===== config.mk =====
export PLATFORM = sky130hd
export DESIGN_NAME = instr_fetch
export DESIGN_NICKNAME = d
export VERILOG_FILES = /design/src/rtl/fetch_pkg.sv /design/src/rtl/fetch_fifo.sv /design/src/rtl/instr_fetch.sv
export SDC_FILE = /design/constraint.sdc
export NUM_CORES = 1
export LEC_CHECK = 0
export BUFFER_PORTS_ARGS = -buffer_cell sky130_fd_sc_hd__buf_4
export CORE_MARGIN = 4
export CORE_UTILIZATION = 53
export DETAILED_ROUTE_END_ITERATION = 8
export GPL_TIMING_DRIVEN = 0
export PLACE_DENSITY_LB_ADDON = 0.08
export REMOVE_ABC_BUFFERS = 1
export SETUP_SLACK_MARGIN = 0.15
export SYNTH_ARGS = -nofsm -noshare
export SYNTH_HDL_FRONTEND = slang
export SYNTH_HIERARCHICAL = 1
export SYNTH_SLANG_ARGS = --single-unit

===== constraint.sdc =====
create_clock -name clk -period 6.01 [get_ports clk]
set_input_delay 0.601 -clock clk [delete_from_list [all_inputs] [get_ports clk]]
set_output_delay 0.601 -clock clk [all_outputs]
set_load 0.02 [all_outputs]

===== src/rtl/fetch_pkg.sv =====
// Shared types and constants for the instruction fetch unit.
// Holds the data width, fetch FSM states and the default boot address.
package fetch_pkg;

    localparam int XLEN = 32;

    localparam logic [XLEN-1:0] DEFAULT_RESET_PC = 32'h0000_0000;

    typedef enum logic [1:0] {
        IDLE,
        WAIT,
        DISCARD
    } fetch_state_t;

    // Sequential fetch address; wraps from 32'hFFFF_FFFC to zero.
    function automatic logic [XLEN-1:0] next_pc(input logic [XLEN-1:0] pc);
        return pc + 32'd4;
    endfunction

endpackage


===== src/rtl/fetch_fifo.sv =====
// Prefetch queue of {pc, instr} pairs with push, pop and flush.
// Flush wins over push and pop; pointers wrap modulo DEPTH.
module fetch_fifo
    import fetch_pkg::*;
#(
    parameter int DEPTH = 2,
    localparam int AW = $clog2(DEPTH)
) (
    input  logic            i_clk,
    input  logic            i_reset,
    input  logic            i_flush,
    input  logic            i_push,
    input  logic [XLEN-1:0] i_pc,
    input  logic [XLEN-1:0] i_instr,
    input  logic            i_pop,
    output logic [AW:0]     o_count,
    output logic [XLEN-1:0] o_pc,
    output logic [XLEN-1:0] o_instr
);

    logic [XLEN-1:0] r_pc    [DEPTH];
    logic [XLEN-1:0] r_instr [DEPTH];
    logic [AW-1:0]   r_wptr;
    logic [AW-1:0]   r_rptr;
    logic [AW:0]     r_count;

    logic w_push;
    logic w_pop;

    assign w_push  = i_push && !i_flush;
    assign w_pop   = i_pop && (r_count != '0) && !i_flush;
    assign o_count = r_count;
    assign o_pc    = r_pc[r_rptr];
    assign o_instr = r_instr[r_rptr];

    // Entry storage; only the slot under the write pointer changes.
    always_ff @(posedge i_clk) begin
        if (w_push) begin
            r_pc[r_wptr]    <= i_pc;
            r_instr[r_wptr] <= i_instr;
        end
    end

    // Pointer and occupancy bookkeeping; simultaneous push and pop cancel.
    always_ff @(posedge i_clk) begin
        if (i_reset || i_flush) begin
            r_wptr  <= '0;
            r_rptr  <= '0;
            r_count <= '0;
        end else begin
            if (w_push) r_wptr <= r_wptr + 1'b1;
            if (w_pop)  r_rptr <= r_rptr + 1'b1;
            unique case ({w_push, w_pop})
                2'b10:   r_count <= r_count + 1'b1;
                2'b01:   r_count <= r_count - 1'b1;
                default: r_count <= r_count;
            endcase
        end
    end

endmodule


===== src/rtl/instr_fetch.sv =====
// Instruction fetch front end: one outstanding memory request,
// a small prefetch queue, and redirect handling with stale-response discard.
module instr_fetch
    import fetch_pkg::*;
#(
    parameter logic [31:0] RESET_PC = DEFAULT_RESET_PC,
    parameter int          DEPTH    = 2
) (
    input  logic        clk,
    input  logic        reset,
    input  logic        redirect,
    input  logic [31:0] redirectPc,
    output logic        memReq,
    output logic [31:0] memAddr,
    input  logic        memRvalid,
    input  logic [31:0] memRdata,
    output logic        instrValid,
    output logic [31:0] instr,
    output logic [31:0] instrPc,
    input  logic        instrReady
);

    localparam int AW = $clog2(DEPTH);
    localparam logic [AW:0] DEPTH_C = (AW + 1)'(DEPTH);

    fetch_state_t r_state;
    logic [31:0]  r_fetch_pc;

    logic [AW:0]  w_count;
    logic         w_issue;
    logic         w_accept;
    logic         w_pop;
    logic         w_unused_bits;

    // Low address bits of a redirect target are forced to word alignment.
    assign w_unused_bits = ^redirectPc[1:0];

    // A request is only issued when a queue slot is free for its response.
    assign w_issue  = !reset && (r_state == IDLE)
                   && (w_count < DEPTH_C) && !redirect;
    assign w_accept = (r_state == WAIT) && memRvalid && !redirect;
    assign w_pop    = instrValid && instrReady;

    assign memReq     = w_issue;
    assign memAddr    = r_fetch_pc;
    assign instrValid = !reset && (w_count != '0);

    fetch_fifo #(
        .DEPTH (DEPTH)
    ) u_fifo (
        .i_clk   (clk),
        .i_reset (reset),
        .i_flush (redirect),
        .i_push  (w_accept),
        .i_pc    (r_fetch_pc),
        .i_instr (memRdata),
        .i_pop   (w_pop),
        .o_count (w_count),
        .o_pc    (instrPc),
        .o_instr (instr)
    );

    // Fetch FSM and fetch address; responses after a redirect are dropped.
    always_ff @(posedge clk) begin
        if (reset) begin
            r_state    <= IDLE;
            r_fetch_pc <= RESET_PC;
        end else begin
            if (redirect) begin
                r_fetch_pc <= {redirectPc[31:2], 2'b00};
            end else if (w_accept) begin
                r_fetch_pc <= next_pc(r_fetch_pc);
            end
            unique case (r_state)
                IDLE: begin
                    if (w_issue) r_state <= WAIT;
                end
                WAIT: begin
                    if (memRvalid)     r_state <= IDLE;
                    else if (redirect) r_state <= DISCARD;
                end
                DISCARD: begin
                    if (memRvalid) r_state <= IDLE;
                end
                default: r_state <= IDLE;
            endcase
        end
    end

endmodule


**Word-level counts from Yosys, hierarchy flattened**

Memories as Yosys holds them, arrays and structs flattened. A register that Yosys moved wholly into a read port is not among the register bits.
Index checks and enable logic that the tools add are counted.

- Word-level logic and storage cells: 54
- Memory bits (writable): 128
- Memories kept: 2
- Bits of input ports: 69
- Bits in registers: 38
- Output and inout bits: 98

Memories:

| name | depth | width | rd ports | clocked after Yosys merged registers in | write ports | line | RTL |
|---|---|---|---|---|---|---|---|
| u_fifo.r_instr | 2 | 32 | 1 | 1 | 1 | fetch_fifo.sv:22 | `logic [XLEN-1:0] r_instr [DEPTH];` |
| u_fifo.r_pc | 2 | 32 | 1 | 1 | 1 | fetch_fifo.sv:21 | `logic [XLEN-1:0] r_pc [DEPTH];` |

- Equal/unequal tests: 7
- Reduce and logical (&&, ||, !) cells: 19
- Add/subtract/negate cells: 5
- Order comparisons: 1
- Muxes and demuxes: 14

Operators with widths:

| kind | number |
|---|---|
| $mux W32 | 2 |
| $add A32 B3 Y32 const B | 1 |
| $logic_and A1 B1 Y1 | 10 |
| $mux W2 | 4 |
| $mux W1 | 6 |
| $pmux W2 S3 | 1 |
| $reduce_bool A2 Y1 | 3 |
| $eq A2 B1 Y1 const B | 2 |
| $eq A2 B2 Y1 const B | 2 |
| $ne A2 B2 Y1 const B | 2 |
| $pmux W2 S2 | 1 |
| $ne A3 B3 Y1 const B | 1 |
| $reduce_and A3 Y1 | 1 |
| $add A1 B1 Y1 const B | 2 |
| $add A2 B1 Y2 const B | 1 |
| $logic_not A1 Y1 | 2 |
| $logic_not A2 Y1 | 1 |
| $lt A2 B2 Y1 const B | 1 |
| $reduce_or A2 Y1 | 1 |
| $sub A2 B1 Y2 const B | 1 |
| $logic_or A1 B1 Y1 | 1 |

**Longest topological paths before layout**

Gate-level depths: netlist of run 1.

- Depth in word-level cells: 7
- Gate-level depth with buffers: 9
- Mapped depth without buffers: 9

**By module**

Netlist of run 1, hierarchy kept.

By module, submodules not included:

| module | area an instance (um^2) | times used | cells each | sequential area each (um^2) |
|---|---|---|---|---|
| fetch_fifo | 4,812.1 | 1 | 222 | 3,943.8 |
| instr_fetch | 1,983.2 | 1 | 251 | 640.6 |

**Least setup slack after synthesis of run 1**

OpenSTA, ideal clock, no wires.

- Kind: input-to-reg
- Start point: input port redirect
- End point: memory u_fifo.r_instr[0][0], enable pin
- Path buffers: 2
- Setup time: 0.486 ns
- Slack: 1.575 ns
- Arrival: 3.948 ns
- Stages on the path: 5
- Cells stage by stage: clkbuf_1 -> clkbuf_1 -> nor2_1 -> nand2b_1 -> nor2_1

- Cells in the longest elaborated chain, start to end: 5

Ends and longest elaborated chain:

| element | line | RTL |
|---|---|---|
| start, declared | instr_fetch.sv:11 | `input logic redirect,` |
| $logic_not A1 Y1 | instr_fetch.sv:41 | `assign w_accept = (r_state == WAIT) && memRvalid && !redirect;` |
| $logic_and A1 B1 Y1 | instr_fetch.sv:41 |  |
| named net w_accept | instr_fetch.sv:31 | `logic w_accept;` |
| $logic_and A1 B1 Y1 | fetch_fifo.sv:30 | `assign w_push = i_push && !i_flush;` |
| $mux W1 | fetch_fifo.sv:38 | `if (w_push) begin` |
| $mux W1 (implied by the code) | fetch_fifo.sv:40 | `r_instr[r_wptr] <= i_instr;` |
| end, declared | fetch_fifo.sv:22 |  |

The timed path passes the listed nets, and every way through them passes these cells.

==> results_dict.tcl, run 1 <==
set metrics [dict create \
    critPathMaxStageDelay_ps 930 \
    synth_simple_gate_area_share_pct 11.3 \
    wirelength_mm 14.6 \
    reg2reg_to "u_fifo/r_instr[1][31]" \
    hold_violations 0 \
    placementRows 41 \
    outcome "finished, final reports clean" \
    cts_made_buffers 17 \
    setup_tns_ps 0 \
    gp_congestion 0.757 \
    post_cts_buffers 0 \
    first_pass_iters 4 \
    grt_overflow 0 \
    grt_util_all_layers_pct 20.0 \
    cp.arrival_ps 1960 \
    p_total_mw 2.40 \
    skew_ps 5.96 \
    die_w_um 121 \
    postSynthAreaPerCell_um2 14.4 \
    grt_pass1_wl_mm 22.5 \
    die_h_um 121 \
    portBuffers 162 \
    fill_cells 936 \
    rrSetupSlack_ps 3700 \
    synthAdderAreaFrac_pct 0.368 \
    rsz0062_at_grt "no" \
    critPathBufInv 1 \
    cts.repair.resized 0 \
    start_util_pct 54.1 \
    dieArea_um2 14700 \
    clk_pin_slew_worst_paths_ps 60 \
    layout_min_cycle_time_ps 2560 \
    synth_top_area_cell "edfxtp_1" \
    cp-end-kind "primary output" \
    pin_count 167 \
    path_class "flop to primary output" \
    use_met3_pct 5.22 \
    cp_top_family "flip-flops" \
    n_antenna_cell 0 \
    cp_cell_sequence "mux2_2, buf_4" \
    grt_start_max_net_pins 65 \
    core_um2 12600 \
    drtIter0Drc 303 \
    cts_buffer_depth 2 \
    maxSlewViolCount 0 \
    max-cap-violations 0 \
    syn_inst 473 \
    synth_compound_area_share_pct 6.06 \
    wire_per_inst_um 17.7 \
    critical_path_required_ps 5410 \
    ir_worst_vdd_v 0.000183 \
    pwr_density_cell_nw_per_um2 274 \
    use_met1_pct 25.2 \
    drive_above_1_share_pct 41.2 \
    power.leakage_nw 3.15 \
    seqCellArea_um2 4590 \
    worstHoldPathType "input pin to flop" \
    clkLatencyLatePin_ps 410 \
    cp.depth 2 \
    clockRootBuffer "clkbuf_16" \
    syn_area_um2 6800 \
    synth_seq_cells 165 \
    setup_viol 0 \
    num_vias 4545 \
    r2r_start "r_state[0]" \
    clock_sinks 165 \
    crit_slowest_cell "dfxtp_4" \
    synth_edf_count 128 \
    antenna_found_initial 0 \
    hpwlAfterDp_mm 9.67 \
    synth-async-reset-ratio_pct 0 \
    maxSlewHeadroom_pct 12.8 \
    final_antenna_net_count 0 \
    area_delta_synth_final_pct 28.9 \
    fin_nets 711 \
    yosys_warnings 6 \
    met2_usage_pct 33.3 \
    grt_pass1_vias 4356 \
    fmaxAchievable_ghz 0.390 \
    yosysSeqAreaShare_pct 67.5 \
    min_period_over_period_pct 42.6 \
    grt-busiest-layer "met2" \
    r2r.worst_path.cells 6 \
    synth_top_family_by_area "simple AND/OR/NAND/NOR gates" \
    crit_path_end "instr[17]" \
    synth_area_leaders "edfxtp_1, dfxtp_1, mux2_2" \
    crit_fanout 64 \
    tightestPinTransition_ps 1310 \
    multi_input_area_um2 2100 \
    cts_tree "built" \
    synthXorXnorAreaFrac_pct 1.93 \
    synthMuxAreaShare_pct 10.8 \
    synthFlopType "edfxtp_1" \
    startpoint_type "flop" \
    yosys.cell_types.count 51 \
    vias_per_cell 5.52 \
    h-tree-depth 4 \
    post-route-drc-count 0 \
    synth_top_area_share_pct 56.6 \
    utilization_pct 69.7 \
    cts_hold_buf 0 \
]
==> cell type report <==
| class | instances | share of cell area [%] |
|---|---|---|
| clock buffer | 20 | 4.99 |
| clock inverter | 10 | 0.971 |
| inverter | 10 | 0.429 |
| multi-input combinational | 280 | 24.0 |
| sequential | 165 | 52.4 |
| tap | 172 | 2.46 |
| timing repair buffer | 166 | 14.8 |
==> through the flow <==
step           hold slack (ps)  worst slack (ps)  instances  instance area [um^2]
6_report                   371              3450        823                  8760
5_1_grt                    345              3360        823                  8760
4_1_cts                    354              3410        823                  8760
3_5_place_dp               526              3460        793                  8240
3_3_place_gp               508             -9.61        789                  8140
2_1_floorplan              490              1860        455                  6710
==> kinds of logic after synthesis <==
logic type | after synthesis
compound gates | 56
xor+xnor | 15
fa+ha+maj | 2
buf+inv | 33
flops | 165
mux | 65
other cells | 1
simple gates | 136
==> sequential cells by signal, indices dropped and copies added, names as in the netlist, named ones only <==
register	cells
u_fifo/r_pc	64
u_fifo/o_count	2
u_fifo/r_rptr	1
u_fifo/r_wptr	1
u_fifo/r_instr	64
r_state	2
memAddr	30
==> cell usage after synthesis (all sizes together), types with 2 or more instances <==
cell type / instances
a311oi: 10
a2111oi: 4
or3: 7
o21ai: 10
nor3: 10
edfxtp: 128
nor4: 8
and3: 4
xnor2: 8
and4: 4
inv: 10
dfxtp: 37
o31a: 2
nor3b: 3
a21oi: 4
nor2b: 3
or4: 8
a211oi: 13
nand4: 11
clkbuf: 12
mux2: 64
xor2: 7
o31ai: 5
or2: 2
nor4b: 2
a221oi: 3
nand3: 16
ha: 2
nor2: 33
nand2b: 2
nand2: 17
buf: 11
==> where the power goes <==
group          switching (mW)  internal [mW]  leakage (nW)  total (mW)
Clock                   0.406          0.561         0.251       0.967
Combinational          0.0765         0.0731          1.43       0.150
Sequential             0.0314           1.25          1.47        1.28
==> how the worst min path moves through the flow <==
stage / from / cells past startpoint / endpoint
after floorplan: r_state[1] / 1 / r_state[0]
after global placement: r_state[1] / 1 / r_state[0]
after detailed placement: memAddr[31] / 0 / u_fifo/r_pc[1][31]
after CTS: memRdata[16] / 1 / u_fifo/r_instr[1][16]
after global routing: memRdata[16] / 1 / u_fifo/r_instr[1][16]
final: memRdata[16] / 1 / u_fifo/r_instr[1][16]
==> worst reg2reg max path, cell delays in order (launching register included) <==
cell and delay [ps]:
dfxtp_1 480, nand3b_4 190, nor2_1 190, nand2b_1 190, nor2_4 470, buf_12 280
buf_12 220
==> metal layers <==
layer	share of wire (%)	vias up
met2	52	152
li1	-	2173
met3	6.0	16
met4	1.3	0
met1	41	2204
met5	0	-
==> cell usage in the layout (no fill, tap or decap), types with 6 or more instances in the layout <==
cell	count
clkbuf_16	17
nor4_1	8
edfxtp_1	128
o21ai_0	10
conb_1	6
a311oi_1	10
nor2_1	31
nand2_1	17
xor2_1	7
nand4_1	11
inv_1	10
nand3_1	15
or3_1	6
dfxtp_1	36
buf_4	162
nor3_1	10
a211oi_1	13
xnor2_1	8
mux2_2	64
Note: power is estimated with default switching activity, not from simulation.
==> run 2: changes to the inputs <==
--- a/config.mk
+++ b/config.mk
@@ -5,9 +5,10 @@
 export SDC_FILE = /design/constraint.sdc
 export NUM_CORES = 1
 export LEC_CHECK = 0
+export ABC_AREA = 1
 export BUFFER_PORTS_ARGS = -buffer_cell sky130_fd_sc_hd__buf_4
 export CORE_MARGIN = 4
-export CORE_UTILIZATION = 53
+export CORE_UTILIZATION = 49
 export DETAILED_ROUTE_END_ITERATION = 8
 export GPL_TIMING_DRIVEN = 0
 export PLACE_DENSITY_LB_ADDON = 0.08
==> constraint.sdc (replaced) <==
create_clock -name clk -period 2.16 [get_ports clk]
set_input_delay 0.216 -clock clk [delete_from_list [all_inputs] [get_ports clk]]
set_output_delay 0.216 -clock clk [all_outputs]
set_load 0.02 [all_outputs]
==> run 2 against run 1 <==
Against the previous run: sequential share of layout area is 5.3 points lower; critical path type unchanged; largest power group unchanged; critical path depth grew 1; hold slack worse by 290 ps; count of clock-buffer cells in the layout shrank 2; cell area is 11% higher; global-route usage fell by 0.63 points; power grew to 2.9 times the previous value.
==> results_dict.tcl, run 2 <==
set metrics [dict create \
    worst_slack_ps 280 \
    layout_min_cycle_time_ps 1880 \
    yosysSeqAreaShare_pct 61.8 \
    cts_buffer_depth 2 \
    synth-async-reset-ratio_pct 0 \
    synth_commonest_cells "edfxtp_1, nand2_1, mux2_4" \
    syn_inst 599 \
    hold_violations 0 \
    outcome "finished, final reports clean" \
    p_total_mw 6.87 \
    final_common_cell "buf_4" \
    fmaxAchievable_ghz 0.532 \
    r2r.worst_path.cells 6 \
    postSynthAreaPerCell_um2 12.4 \
    post-route-drc-count 0 \
    grt_pass1_vias 4973 \
    clk_pin_slew_worst_paths_ps 60 \
    placementRows 44 \
    grt_overflow 0 \
    power.leakage_nw 3.82 \
    crit_fanout 17 \
    pwr-share-comb_pct 6.7 \
    critical_path_required_ps 1940 \
    synth_top_area_share_pct 51.8 \
    multi_input_area_um2 2540 \
    wirelength_mm 16.4 \
    hpwlAfterDp_mm 11.2 \
    startpoint_type "flop" \
    start_util_pct 50.5 \
    skew_ps 9.04 \
    stdcell_count 1005 \
    vias_per_cell 4.96 \
    syn_area_um2 7420 \
    place_area_um2 8810 \
    crit_path_end "instrPc[20]" \
    grt_start_max_net_pins 48 \
    clock_sinks 165 \
    min_period_over_period_pct 87.0 \
    cp.arrival_ps 1660 \
    first_pass_iters 4 \
    grt_pass1_wl_mm 25.5 \
    cts_tree "built" \
    maxSlewHeadroom_pct 49.9 \
    fill_cells 1119 \
    maxSlewViolCount 0 \
    drtIter0Drc 325 \
    drive_above_1_share_pct 35.6 \
    path_class "flop to primary output" \
    die_h_um 131 \
    pin_count 167 \
    setup_viol 0 \
    synth_top_area_cell "edfxtp_1" \
    layout.cells.most_common_list "buf_4, edfxtp_1, nand2_1" \
    die_w_um 131 \
    fin_area_um2 9740 \
    placed_cells 936 \
    synth_seq_cells 165 \
    pre_cts_ws_ps -1140 \
    yosys.cell_types.count 39 \
    cell_internal_pwr_mw 5.38 \
    r2r_start "r_state[0]" \
    core_um2 14700 \
    antenna_found_initial 0 \
    reg2reg_to "u_fifo/r_instr[1][15]" \
    cts_made_buffers 17 \
    fin_nets 879 \
    rrSetupSlack_ps 300 \
    gp_congestion 0.855 \
    synthFlopType "edfxtp_1" \
    h-tree-depth 4 \
    p_clk_share_pct 41.9 \
    synth_edf_count 128 \
    tightestPinTransition_ps 751 \
    yosys_warnings 6 \
    wire_per_inst_um 16.3 \
    sw_frac_of_total_pct 21.7 \
    final_antenna_net_count 0 \
    portBuffers 162 \
    p_sw_mw 1.49 \
    pwr_density_cell_nw_per_um2 705 \
    power_frac_seq_pct 51.4 \
    num_vias 4980 \
    synth_area_leaders "edfxtp_1, mux2_4, dfxtp_1" \
    rsz0062_at_grt "no" \
    n_antenna_cell 0 \
    utilization_pct 66.3 \
    clockRootBuffer "clkbuf_16" \
    cp-end-kind "primary output" \
    worstHoldPathType "input pin to flop" \
    ir_worst_vdd_v 0.000561 \
    dieArea_um2 17200 \
    max-cap-violations 0 \
    grt_util_all_layers_pct 19.4 \
    yosysMostFrequentCell "edfxtp_1" \
    area_delta_synth_final_pct 31.3 \
    clkLatencyLatePin_ps 420 \
    seqCellArea_um2 4590 \
    min_from "redirectPc[3]" \
]
[run 2: per-stage QoR]
step	hold WS [ps]	TNS, ps
finish	85.8	0
global route	82.6	0
CTS	73.2	0
detailed placement	405	-122980
global placement	401	-703000
floorplan	285	-365720
[run 2: kinds of logic after synthesis]
kind of cell	Yosys count	synth area share, %
muxes	64	12.7
adders and majority gates	2	0.337
and+or+nand+nor	236	14.1
AOI/OAI and AO/OA	58	4.53
xor gates and xnor gates	15	1.77
other	1	0.0505
buffers and inverters	58	4.70
DFF	165	61.8
[run 2: timing repair]
| item | CTS | global route |
|---|---|---|
| endpoints found under the setup margin | 178 | 46 |
| gates resized for setup | 1 | 1 |
| gates cloned | 1 | 0 |
| endpoints found under the hold margin | 64 | 0 |
| buffers inserted | 4 | 0 |
| hold buffers | 32 | 0 |
| pin swaps | 3 | 0 |
[run 2: how the worst min path moves through the flow]
stage / endpoint / slack [ps] / cells after the start
after global placement: u_fifo/r_instr[1][10] / 400 / 1
final: memAddr[3] / 90 / 3
after CTS: memAddr[3] / 70 / 3
after floorplan: memAddr[11] / 290 / 1
after detailed placement: u_fifo/r_instr[0][20] / 410 / 1
after global routing: memAddr[6] / 80 / 3
[run 2: power by group through the flow]
| stage | Sequential (mW) | Combinational, mW | Clock (mW) |
|---|---|---|---|
| after floorplan | 3.62 | 0.148 | 0 |
| after global placement | 3.60 | 0.396 | 0 |
| after detailed placement | 3.60 | 0.409 | 0 |
| after CTS | 3.53 | 0.461 | 2.94 |
| after global routing | 3.54 | 0.501 | 3.09 |
| final | 3.53 | 0.460 | 2.88 |
[run 2: per-layer routing]
layer | global-route usage (%) | vias to the layer above | share of wire (%) | wire [um]
met5 | 0 | - | 0 | 0
met4 | 6.90 | 0 | 1.4 | 223
met3 | 3.61 | 15 | 5.5 | 897
met2 | 33.2 | 143 | 50 | 8130
met1 | 24.7 | 2334 | 44 | 7130
li1 | - | 2488 | - | -
[run 2: final cells by class]
cell class                      instances  share of cell area [%]
Multi-Input combinational cell        382                    26.1
Clock inverter                         14                    1.37
Timing Repair Buffer                  203                    17.2
Clock buffer                           18                    4.40
Tap cell                              184                    2.36
Sequential cell                       165                    47.1
Inverter                               39                    1.52
[run 2: critical path, stage by stage, from the launching register on]
cell     delay, ps
dfxtp_4        370
buf_4          320
mux2_2         380
buf_4          160
